--- config.mk ---
export PLATFORM = sky130hd
export DESIGN_NAME = l2_cache_ctrl_nway
export DESIGN_NICKNAME = d
export VERILOG_FILES = /design/src/rtl/l2_cache_ctrl_nway.sv
export SDC_FILE = /design/constraint.sdc
export NUM_CORES = 1
export LEC_CHECK = 0
export ABC_AREA = 1
export CAP_MARGIN = 40
export CELL_PAD_IN_SITES_DETAIL_PLACEMENT = 1
export CELL_PAD_IN_SITES_GLOBAL_PLACEMENT = 2
export CORE_MARGIN = 2
export CORE_UTILIZATION = 24
export CTS_BUF_LIST = sky130_fd_sc_hd__clkbuf_4 sky130_fd_sc_hd__clkbuf_8
export DETAILED_ROUTE_END_ITERATION = 6
export PLACE_DENSITY = 0.8
export SYNTH_ARGS = -nofsm -noshare
export SYNTH_HDL_FRONTEND = slang
export SYNTH_SLANG_ARGS = --single-unit
--- constraint.sdc ---
create_clock -name clk -period 1.95 [get_ports clk]
set_clock_uncertainty 0.05 [all_clocks]
set_input_delay 0.39 -clock clk [delete_from_list [all_inputs] [get_ports clk]]
set_output_delay 0.39 -clock clk [all_outputs]
set_load 0.02 [all_outputs]
--- src/rtl/l2_cache_ctrl_nway.sv ---
// N-way set-associative L2 control unit: tree pseudo-LRU, invalid-first victim choice, dirty write-back.
// Define L2_PERF_CNT_EN to build the hit/miss/write-back event counters; otherwise perf_* read 0.
module l2_cache_ctrl_nway #(
    parameter int NUM_WAYS = 4,
    parameter int NUM_SETS = 16,
    localparam int WAY_W = $clog2(NUM_WAYS),
    localparam int SET_W = $clog2(NUM_SETS)
) (
    input  logic                clk,
    input  logic                rst,
    input  logic                mem_read,
    input  logic                mem_write,
    output logic                mem_resp,
    input  logic [SET_W-1:0]    set_idx,
    output logic                pmem_read,
    output logic                pmem_write,
    input  logic                pmem_resp,
    input  logic [NUM_WAYS-1:0] way_hit,
    input  logic [NUM_WAYS-1:0] way_valid,
    input  logic [NUM_WAYS-1:0] way_dirty,
    output logic [NUM_WAYS-1:0] tag_load,
    output logic [NUM_WAYS-1:0] valid_load,
    output logic [NUM_WAYS-1:0] dirty_load,
    output logic                dirty_in,
    output logic [1:0]          writing,
    output logic [WAY_W-1:0]    data_way,
    output logic                pmem_addr_sel,
    output logic [31:0]         perf_hits,
    output logic [31:0]         perf_misses,
    output logic [31:0]         perf_writebacks,
    output logic [1:0]          state_dbg
);

    typedef enum logic [1:0] {
        S_IDLE      = 2'd0,
        S_CHECK     = 2'd1,
        S_WRITEBACK = 2'd2,
        S_FETCH     = 2'd3
    } state_t;

    typedef logic [NUM_WAYS-2:0] plru_t;

    localparam int             TREE_W    = 2 * NUM_WAYS;
    localparam logic [WAY_W:0] LEAF_BASE = (WAY_W + 1)'(NUM_WAYS - 1);
    localparam logic [NUM_WAYS-1:0] WAY_ONE = {{(NUM_WAYS - 1){1'b0}}, 1'b1};

    localparam logic [1:0] WR_NONE = 2'b00;
    localparam logic [1:0] WR_CPU  = 2'b01;
    localparam logic [1:0] WR_FILL = 2'b10;

    // The tree is padded to a power-of-two width so a heap node number indexes it directly.
    function automatic logic [WAY_W-1:0] plru_victim(input plru_t bits);
        logic [TREE_W-1:0] tree;
        logic [WAY_W:0]    node;
        logic [WAY_W:0]    leaf;
        tree = {{(NUM_WAYS + 1){1'b0}}, bits};
        node = '0;
        for (int lvl = 0; lvl < WAY_W; lvl++) begin
            node = (node << 1) + (WAY_W + 1)'(1) + (WAY_W + 1)'(tree[node]);
        end
        leaf = node - LEAF_BASE;
        return leaf[WAY_W-1:0];
    endfunction

    // Every node on the accessed way's path is made to point at the other half.
    function automatic plru_t plru_touch(input plru_t bits, input logic [WAY_W-1:0] way);
        logic [TREE_W-1:0] tree;
        logic [WAY_W:0]    node;
        logic [WAY_W-1:0]  path;
        logic              dir;
        tree = {{(NUM_WAYS + 1){1'b0}}, bits};
        node = '0;
        path = way;
        for (int lvl = 0; lvl < WAY_W; lvl++) begin
            dir        = path[WAY_W-1];
            tree[node] = ~dir;
            node       = (node << 1) + (WAY_W + 1)'(1) + (WAY_W + 1)'(dir);
            path       = path << 1;
        end
        return tree[NUM_WAYS-2:0];
    endfunction

    state_t           state_q, state_d;
    logic [WAY_W-1:0] victim_q, victim_d;
    plru_t            plru_q [NUM_SETS];
    plru_t            plru_d [NUM_SETS];

    logic             req;
    logic             hit_any;
    logic [WAY_W-1:0] hit_way;
    logic             any_invalid;
    logic [WAY_W-1:0] inv_way;
    logic [WAY_W-1:0] miss_victim;
    logic             victim_dirty;

    assign req         = mem_read | mem_write;
    assign hit_any     = |way_hit;
    assign any_invalid = ~&way_valid;
    assign state_dbg   = state_q;

    // Lowest index wins for both the hit way and the first invalid way.
    always_comb begin
        hit_way = '0;
        inv_way = '0;
        for (int i = NUM_WAYS - 1; i >= 0; i--) begin
            if (way_hit[i]) begin
                hit_way = WAY_W'(i);
            end
            if (!way_valid[i]) begin
                inv_way = WAY_W'(i);
            end
        end
    end

    assign miss_victim  = any_invalid ? inv_way : plru_victim(plru_q[set_idx]);
    assign victim_dirty = way_valid[miss_victim] & way_dirty[miss_victim];

    always_comb begin
        state_d       = state_q;
        victim_d      = victim_q;
        plru_d        = plru_q;
        mem_resp      = 1'b0;
        pmem_read     = 1'b0;
        pmem_write    = 1'b0;
        tag_load      = '0;
        valid_load    = '0;
        dirty_load    = '0;
        dirty_in      = 1'b0;
        writing       = WR_NONE;
        data_way      = '0;
        pmem_addr_sel = 1'b0;

        case (state_q)
            S_IDLE: begin
                if (req) begin
                    state_d = S_CHECK;
                end
            end
            S_CHECK: begin
                if (!req) begin
                    state_d = S_IDLE;
                end else if (hit_any) begin
                    mem_resp         = 1'b1;
                    data_way         = hit_way;
                    plru_d[set_idx]  = plru_touch(plru_q[set_idx], hit_way);
                    state_d          = S_IDLE;
                    // A simultaneous read and write is handled as a write.
                    if (mem_write) begin
                        writing    = WR_CPU;
                        dirty_load = WAY_ONE << hit_way;
                        dirty_in   = 1'b1;
                    end
                end else begin
                    victim_d = miss_victim;
                    state_d  = victim_dirty ? S_WRITEBACK : S_FETCH;
                end
            end
            S_WRITEBACK: begin
                pmem_write    = 1'b1;
                pmem_addr_sel = 1'b1;
                data_way      = victim_q;
                if (pmem_resp) begin
                    state_d = S_FETCH;
                end
            end
            S_FETCH: begin
                pmem_read = 1'b1;
                data_way  = victim_q;
                if (pmem_resp) begin
                    writing    = WR_FILL;
                    tag_load   = WAY_ONE << victim_q;
                    valid_load = WAY_ONE << victim_q;
                    dirty_load = WAY_ONE << victim_q;
                    state_d    = S_CHECK;
                end
            end
            default: begin
                state_d = S_IDLE;
            end
        endcase
    end

    always_ff @(posedge clk or posedge rst) begin
        if (rst) begin
            state_q  <= S_IDLE;
            victim_q <= '0;
            for (int s = 0; s < NUM_SETS; s++) begin
                plru_q[s] <= '0;
            end
        end else begin
            state_q  <= state_d;
            victim_q <= victim_d;
            plru_q   <= plru_d;
        end
    end

`ifdef L2_PERF_CNT_EN
    logic [31:0] hits_q, hits_d;
    logic [31:0] misses_q, misses_d;
    logic [31:0] wbs_q, wbs_d;
    logic        refill_q, refill_d;

    // refill marks the re-check that follows a fill so its hit is not counted twice.
    always_comb begin
        hits_d   = hits_q;
        misses_d = misses_q;
        wbs_d    = wbs_q;
        refill_d = refill_q;
        if (state_q == S_FETCH && pmem_resp) begin
            refill_d = 1'b1;
        end else if (state_q == S_CHECK) begin
            refill_d = 1'b0;
        end
        if (state_q == S_CHECK && req) begin
            if (hit_any) begin
                if (!refill_q) begin
                    hits_d = hits_q + 32'd1;
                end
            end else begin
                misses_d = misses_q + 32'd1;
            end
        end
        if (state_q != S_WRITEBACK && state_d == S_WRITEBACK) begin
            wbs_d = wbs_q + 32'd1;
        end
    end

    always_ff @(posedge clk or posedge rst) begin
        if (rst) begin
            hits_q   <= '0;
            misses_q <= '0;
            wbs_q    <= '0;
            refill_q <= 1'b0;
        end else begin
            hits_q   <= hits_d;
            misses_q <= misses_d;
            wbs_q    <= wbs_d;
            refill_q <= refill_d;
        end
    end

    assign perf_hits       = hits_q;
    assign perf_misses     = misses_q;
    assign perf_writebacks = wbs_q;
`else
    assign perf_hits       = '0;
    assign perf_misses     = '0;
    assign perf_writebacks = '0;
`endif

endmodule

==> impl_metrics.ini, run 1 <==
[timing]
finalSetupViolations = 2
max_freq_mhz = 510
maxSlewViolCount = 0
hold_viol = 0
layout_min_cycle_time_ps = 1960
tns_ps = -15.0
fin_hold_ws_ps = 402
setup_slack_ps = -10.7
period_share_pct = 101
rsz0062_at_grt = true

[drt]
first_iter_violations = 105
wl_um = 10400
avgRoutedWirePerCell_um = 12.5
via_count = 3233
drc = 0
first_pass_iters = 4
viasPerCell = 3.89
ant_nets = 0

[cells_and_area]
diodes = 0
num-fill-cells = 1931
final_area_um2 = 4910
fin_util_pct = 32.0
fin_cells = 832
syn_to_final_growth_pct = 29.9
final_nets = 645
drive_above_1_share_pct = 27.7

[min_path]
min_path_type = in2async

[power_and_ir_drop]
vdd_drop_max_uv = 279
seqPwrFrac_pct = 40.1
powerDensity_nw_per_um2 = 944
swShare_pct = 40.5
power_mw = 4.63
p_int_mw = 2.76
leakagePower_nw = 2.58
switchingPower_mw = 1.87
power_frac_comb_pct = 45.6
pwr-share-clk_pct = 14.3

[yosys]
mappedNetlistArea_um2 = 3780
yosysTopAreaCellShare_pct = 34.4
ys_top_cells_by_area = dfrtp_1 (34%), buf_4 (21%), nand2_1 (19%)
async_reset_ff_share_pct = 100
synth.top_cells.by_count = nand2_1 (187), buf_4 (104), dfrtp_1 (52)
synth_edf_count = 0
syn_inst = 524
yosys_warnings = 0
yosysSeqAreaShare_pct = 34.4
synth_top_area_cell = dfrtp_1
avgSynthCellArea_um2 = 7.21
ys_types = 28
yosysMostFrequentCell = nand2_1
ys_ff_latch = 52
synth_ff_type = dfrtp_1

[setup_path]
worst_setup_path_start_kind = register
max_stage_delay_ps = 470
critPathKind = reg2out
arrival_ps = 1520
crit_fanout = 4
slowest_stage = dfrtp_2
cp-end-kind = output pin
crit_chain = inv_2 -> ha_4 -> nand2_4 -> a2bb2oi_2 -> nor2_1 -> buf_4
worstPathRequired_ps = 1510

[clocking]
cts-root-buf = clkbuf_8
clk_latency_ps = 310
cts_made_buffers = 5
cts.sinks = 52
cts.htree.levels = 2
cts_tree = yes
path_clk_slew_ps = 100
clk_path_buf_depth = 2

[floorplanning]
fp.dieH_um = 129
initial_utilization_pct = 24.7
dieArea_um2 = 16800
rows = 45
boundaryPins = 140
core_area_um2 = 15300
die_x_um = 129

[run]
drv_cap = 0

[placed_design]
placed_cell_area_um2 = 4520
post-place-ws_ps = -640
hpwl_um = 7690
dp.cells = 815
place_congestion = 0.826
port_buffers = 43

[status]
status = finished with violations
violations = negative setup slack

[grt]
grt-ovfl-total = 0
antenna_found_initial = 0
globalRouteTotalUtil_pct = 12.5
grt_max_degree = 53
grt_pass1_vias = 3518
grt_pass1_wl_um = 16800
==> layout by cell type (no fill, tap or decap), drive strengths merged, types with 3 or more instances in the layout <==
cell type	count
ha	4
inv	43
clkbuf	7
a21oi	10
nand2	190
o22ai	4
o21a	4
buf	83
dfrtp	52
conb	96
nor2	50
dlygate4sd2	9
o21ai	28
clkinv	4
clkdlybuf4s50	12
nand3	3
mux2	16
==> metal layers <==
layer  vias to the layer above  global-route usage (%)  routed length (um)
li1                       1598                       -                   -
met1                      1551                    16.0                4650
met2                        82                    22.7                5310
met3                         2                    1.36                 392
met4                         0                    3.04                  70
met5                         -                       0                   0
==> power groups by stage <==
stage	sequential (mW)	clock [mW]	combinational [mW]
6_report	1.86	0.663	2.11
5_1_grt	1.93	0.721	2.39
4_1_cts	1.86	0.692	2.01
3_5_place_dp	1.87	0	1.90
3_3_place_gp	1.84	0	1.84
2_1_floorplan	1.80	0	1.38
==> layout make-up <==
| cell class | instances | area, um^2 | share of cell area, % |
|---|---|---|---|
| flip-flops and latches | 52 | 1300 | 26.6 |
| repair buffers | 106 | 1000 | 20.5 |
| multi-input cells | 410 | 2060 | 41.9 |
| clock inverters | 2 | 10.0 | 0.204 |
| inverters | 45 | 186 | 3.80 |
| well taps | 211 | 264 | 5.38 |
| clock buffers | 6 | 82.6 | 1.68 |
==> timing repair <==
item,CTS,global route
pin swaps,5,11
hold buffers,0,0
buffers inserted,4,2
resized for setup,137,54
cloned,2,1
setup endpoints to repair,62,45
hold endpoints to repair,0,0
==> critical path: cells and delay by family, from the launching register on <==
family	cells	cell delay, ps
buffers and inverters	2	250
adders and majority gates	1	150
and+or+nand+nor	2	180
AOI/OAI and AO/OA	1	160
DFF	1	470
==> cell families after synthesis <==
kind of cell | Yosys count | share of synthesized area (%)
AO/OA/AOI/OAI | 49 | 7.45
adder cells (fa/ha/maj) | 4 | 1.32
flip-flops | 52 | 34.4
buffers and inverters | 157 | 26.8
multiplexers | 16 | 4.77
AND/OR/NAND/NOR | 245 | 25.2
other | 1 | 0.0992
==> sequential cells by signal, indices dropped and copies added (netlist names) <==
signal	count
plru_q	48
state_dbg	2
victim_q	2
==> final timing paths <==
kind                                   start      endpoint  slack [ps]  cells past startpoint
worst min register to register     plru_q[8]     plru_q[8]         440                      2
max in group asynchronous                rst  state_dbg[0]        1200                      3
min in group clk                   plru_q[8]     plru_q[8]         440                      2
worst max-delay path            state_dbg[1]   data_way[0]         -10                      6
worst max register to register  state_dbg[1]    plru_q[34]          80                     10
worst min-delay path                     rst    plru_q[23]         400                      3
No activity file was read; power rests on OpenSTA's default activity.
==> run 2, diff against run 1 <==
--- a/config.mk
+++ b/config.mk
@@ -14,6 +14,7 @@
 export CTS_BUF_LIST = sky130_fd_sc_hd__clkbuf_4 sky130_fd_sc_hd__clkbuf_8
 export DETAILED_ROUTE_END_ITERATION = 6
 export PLACE_DENSITY = 0.8
+export SLEW_MARGIN = 5
 export SYNTH_ARGS = -nofsm -noshare
 export SYNTH_HDL_FRONTEND = slang
 export SYNTH_SLANG_ARGS = --single-unit
==> results of run 2 <==
No change in the layout: final DEF, timing and power equal those of run 1.
==> run 3, diff against run 2 <==
--- a/config.mk
+++ b/config.mk
@@ -13,6 +13,8 @@
 export CORE_UTILIZATION = 24
 export CTS_BUF_LIST = sky130_fd_sc_hd__clkbuf_4 sky130_fd_sc_hd__clkbuf_8
 export DETAILED_ROUTE_END_ITERATION = 6
+export GPL_TIMING_DRIVEN = 1
+export MAX_ROUTING_LAYER = met4
 export PLACE_DENSITY = 0.8
 export SLEW_MARGIN = 5
 export SYNTH_ARGS = -nofsm -noshare
==> run 3 against run 2 <==
  * Total power barely moved
  * Combinational power is essentially flat
  * Non-clock buffer count is the same
  * Critical endpoint unchanged
  * Fmax hardly changed
  * Via count up 0.22%
  * Critical path type unchanged
  * Sequential power about the same
  * First-iteration DRC count down 5.7%
  * Hold slack worse by 5.3 ps
  * Clock-buffer cell count did not move
  * Die area unchanged
  * Flip-flop and latch count stayed put
  * Highest routed layer unchanged
  * Largest power group unchanged
  * Design area unchanged
  * The flow still finishes with violations (negative setup slack)
==> impl_metrics.ini, run 3 (synthesis gave the netlist of run 1 again) <==
[setup_path]
arrival_ps = 1520
cp-end-kind = output pin
worst_setup_path_start_kind = register
reg2reg_slack_ps = 80
critPathKind = reg2out
crit_fanout = 4
worstPathRequired_ps = 1510

[min_path]
min_path_type = in2async

[timing]
finalSetupViolations = 2
hold_viol = 0
period_share_pct = 101
layout_min_cycle_time_ps = 1960
rsz0062_at_grt = true
max_freq_mhz = 510
maxSlewViolCount = 0
setup_slack_ps = -10.1

[drt]
avgRoutedWirePerCell_um = 12.5
wl_um = 10400
ant_nets = 0
drc = 0
via_count = 3240
first_iter_violations = 99
first_pass_iters = 4
viasPerCell = 3.89

[cells_and_area]
fin_util_pct = 32.0
final_nets = 645
drive_above_1_share_pct = 27.7
fin_cells = 832
syn_to_final_growth_pct = 29.9
layout_common_cells = nand2_1 (173), conb_1 (96), buf_4 (62), dfrtp_1 (50), inv_1 (36)
largest_reg_flops = 48
diodes = 0
final_area_um2 = 4910
regMostFlops = plru_q
layout_commonest_cell = nand2_1

[floorplanning]
initial_utilization_pct = 24.7
rows = 45
fp.dieH_um = 129
core_area_um2 = 15300
die_x_um = 129
dieArea_um2 = 16800
boundaryPins = 140

[clocking]
cts_made_buffers = 5
clk_path_buf_depth = 2
cts.hold.buffers_added = 0
cts_tree = yes
clk_latency_ps = 310
cts.sinks = 52
cts-root-buf = clkbuf_8
path_clk_slew_ps = 100
cts.htree.levels = 2

[grt]
grt_pass1_vias = 3516
globalRouteTotalUtil_pct = 12.9
grt_pass1_wl_um = 16800
antenna_found_initial = 0
grt-ovfl-total = 0
grt_max_degree = 53

[power_and_ir_drop]
power_mw = 4.63
powerDensity_nw_per_um2 = 943
leakagePower_nw = 2.58
vdd_drop_max_uv = 278

[placed_design]
post-place-ws_ps = -640
dp.cells = 815
placed_cell_area_um2 = 4520
place_congestion = 0.839
hpwl_um = 7690
port_buffers = 43

[status]
status = finished with violations
violations = negative setup slack

[run]
drv_cap = 0
## run 3: cell counts in the layout (fill, tap and decap cells not counted)
Identical to the previous run, type by type.
## run 3: final timing paths
check | from | to | depth (start not counted)
max in group asynchronous | rst | plru_q[35] | 3
min reg2reg | plru_q[8] | plru_q[8] | 2
min in group clk | plru_q[8] | plru_q[8] | 2
max reg2reg | state_dbg[1] | plru_q[34] | 10
min | rst | plru_q[23] | 3
max | state_dbg[1] | data_way[0] | 6
## run 3: per-stage QoR
stage               setup TNS, ps  hold slack, ps
finish                      -10.7             397
global route                 -634             418
CTS                          -121             413
detailed placement         -30370             425
global placement           -28740             415
floorplan                    -203             399
## run 3: power by group
group,internal (mW),switching [mW]
clock network,0.285,0.374
registers,1.57,0.294
logic,0.907,1.20
## run 3: layout make-up
cell class / instances / area [um^2]
Clock buffer: 6 / 82.6
Clock inverter: 2 / 10.0
Fill cell: 1931 / 10400
Inverter: 45 / 186
Multi-Input combinational cell: 410 / 2060
Sequential cell: 52 / 1300
Tap cell: 211 / 264
Timing Repair Buffer: 106 / 1000
## run 3: critical path, cell delays in order (launching register included)
cell and delay (ps):
dfrtp_2 470, inv_2 90, ha_4 150, nand2_4 60, a2bb2oi_2 160, nor2_1 120, buf_4 160
## run 3: routing by layer
layer	wire, um	GRT usage [%]
met4	89	3.04
met5	0	-
met2	5310	22.6
met1	4630	16.1
met3	358	1.28
## run 3: timing repair
| action | 4_1_cts | 5_1_grt |
|---|---|---|
| endpoints found under the setup margin | 62 | 45 |
| pin swaps | 5 | 12 |
| cloned | 2 | 1 |
| buffers inserted | 4 | 2 |
| resized for setup | 137 | 54 |
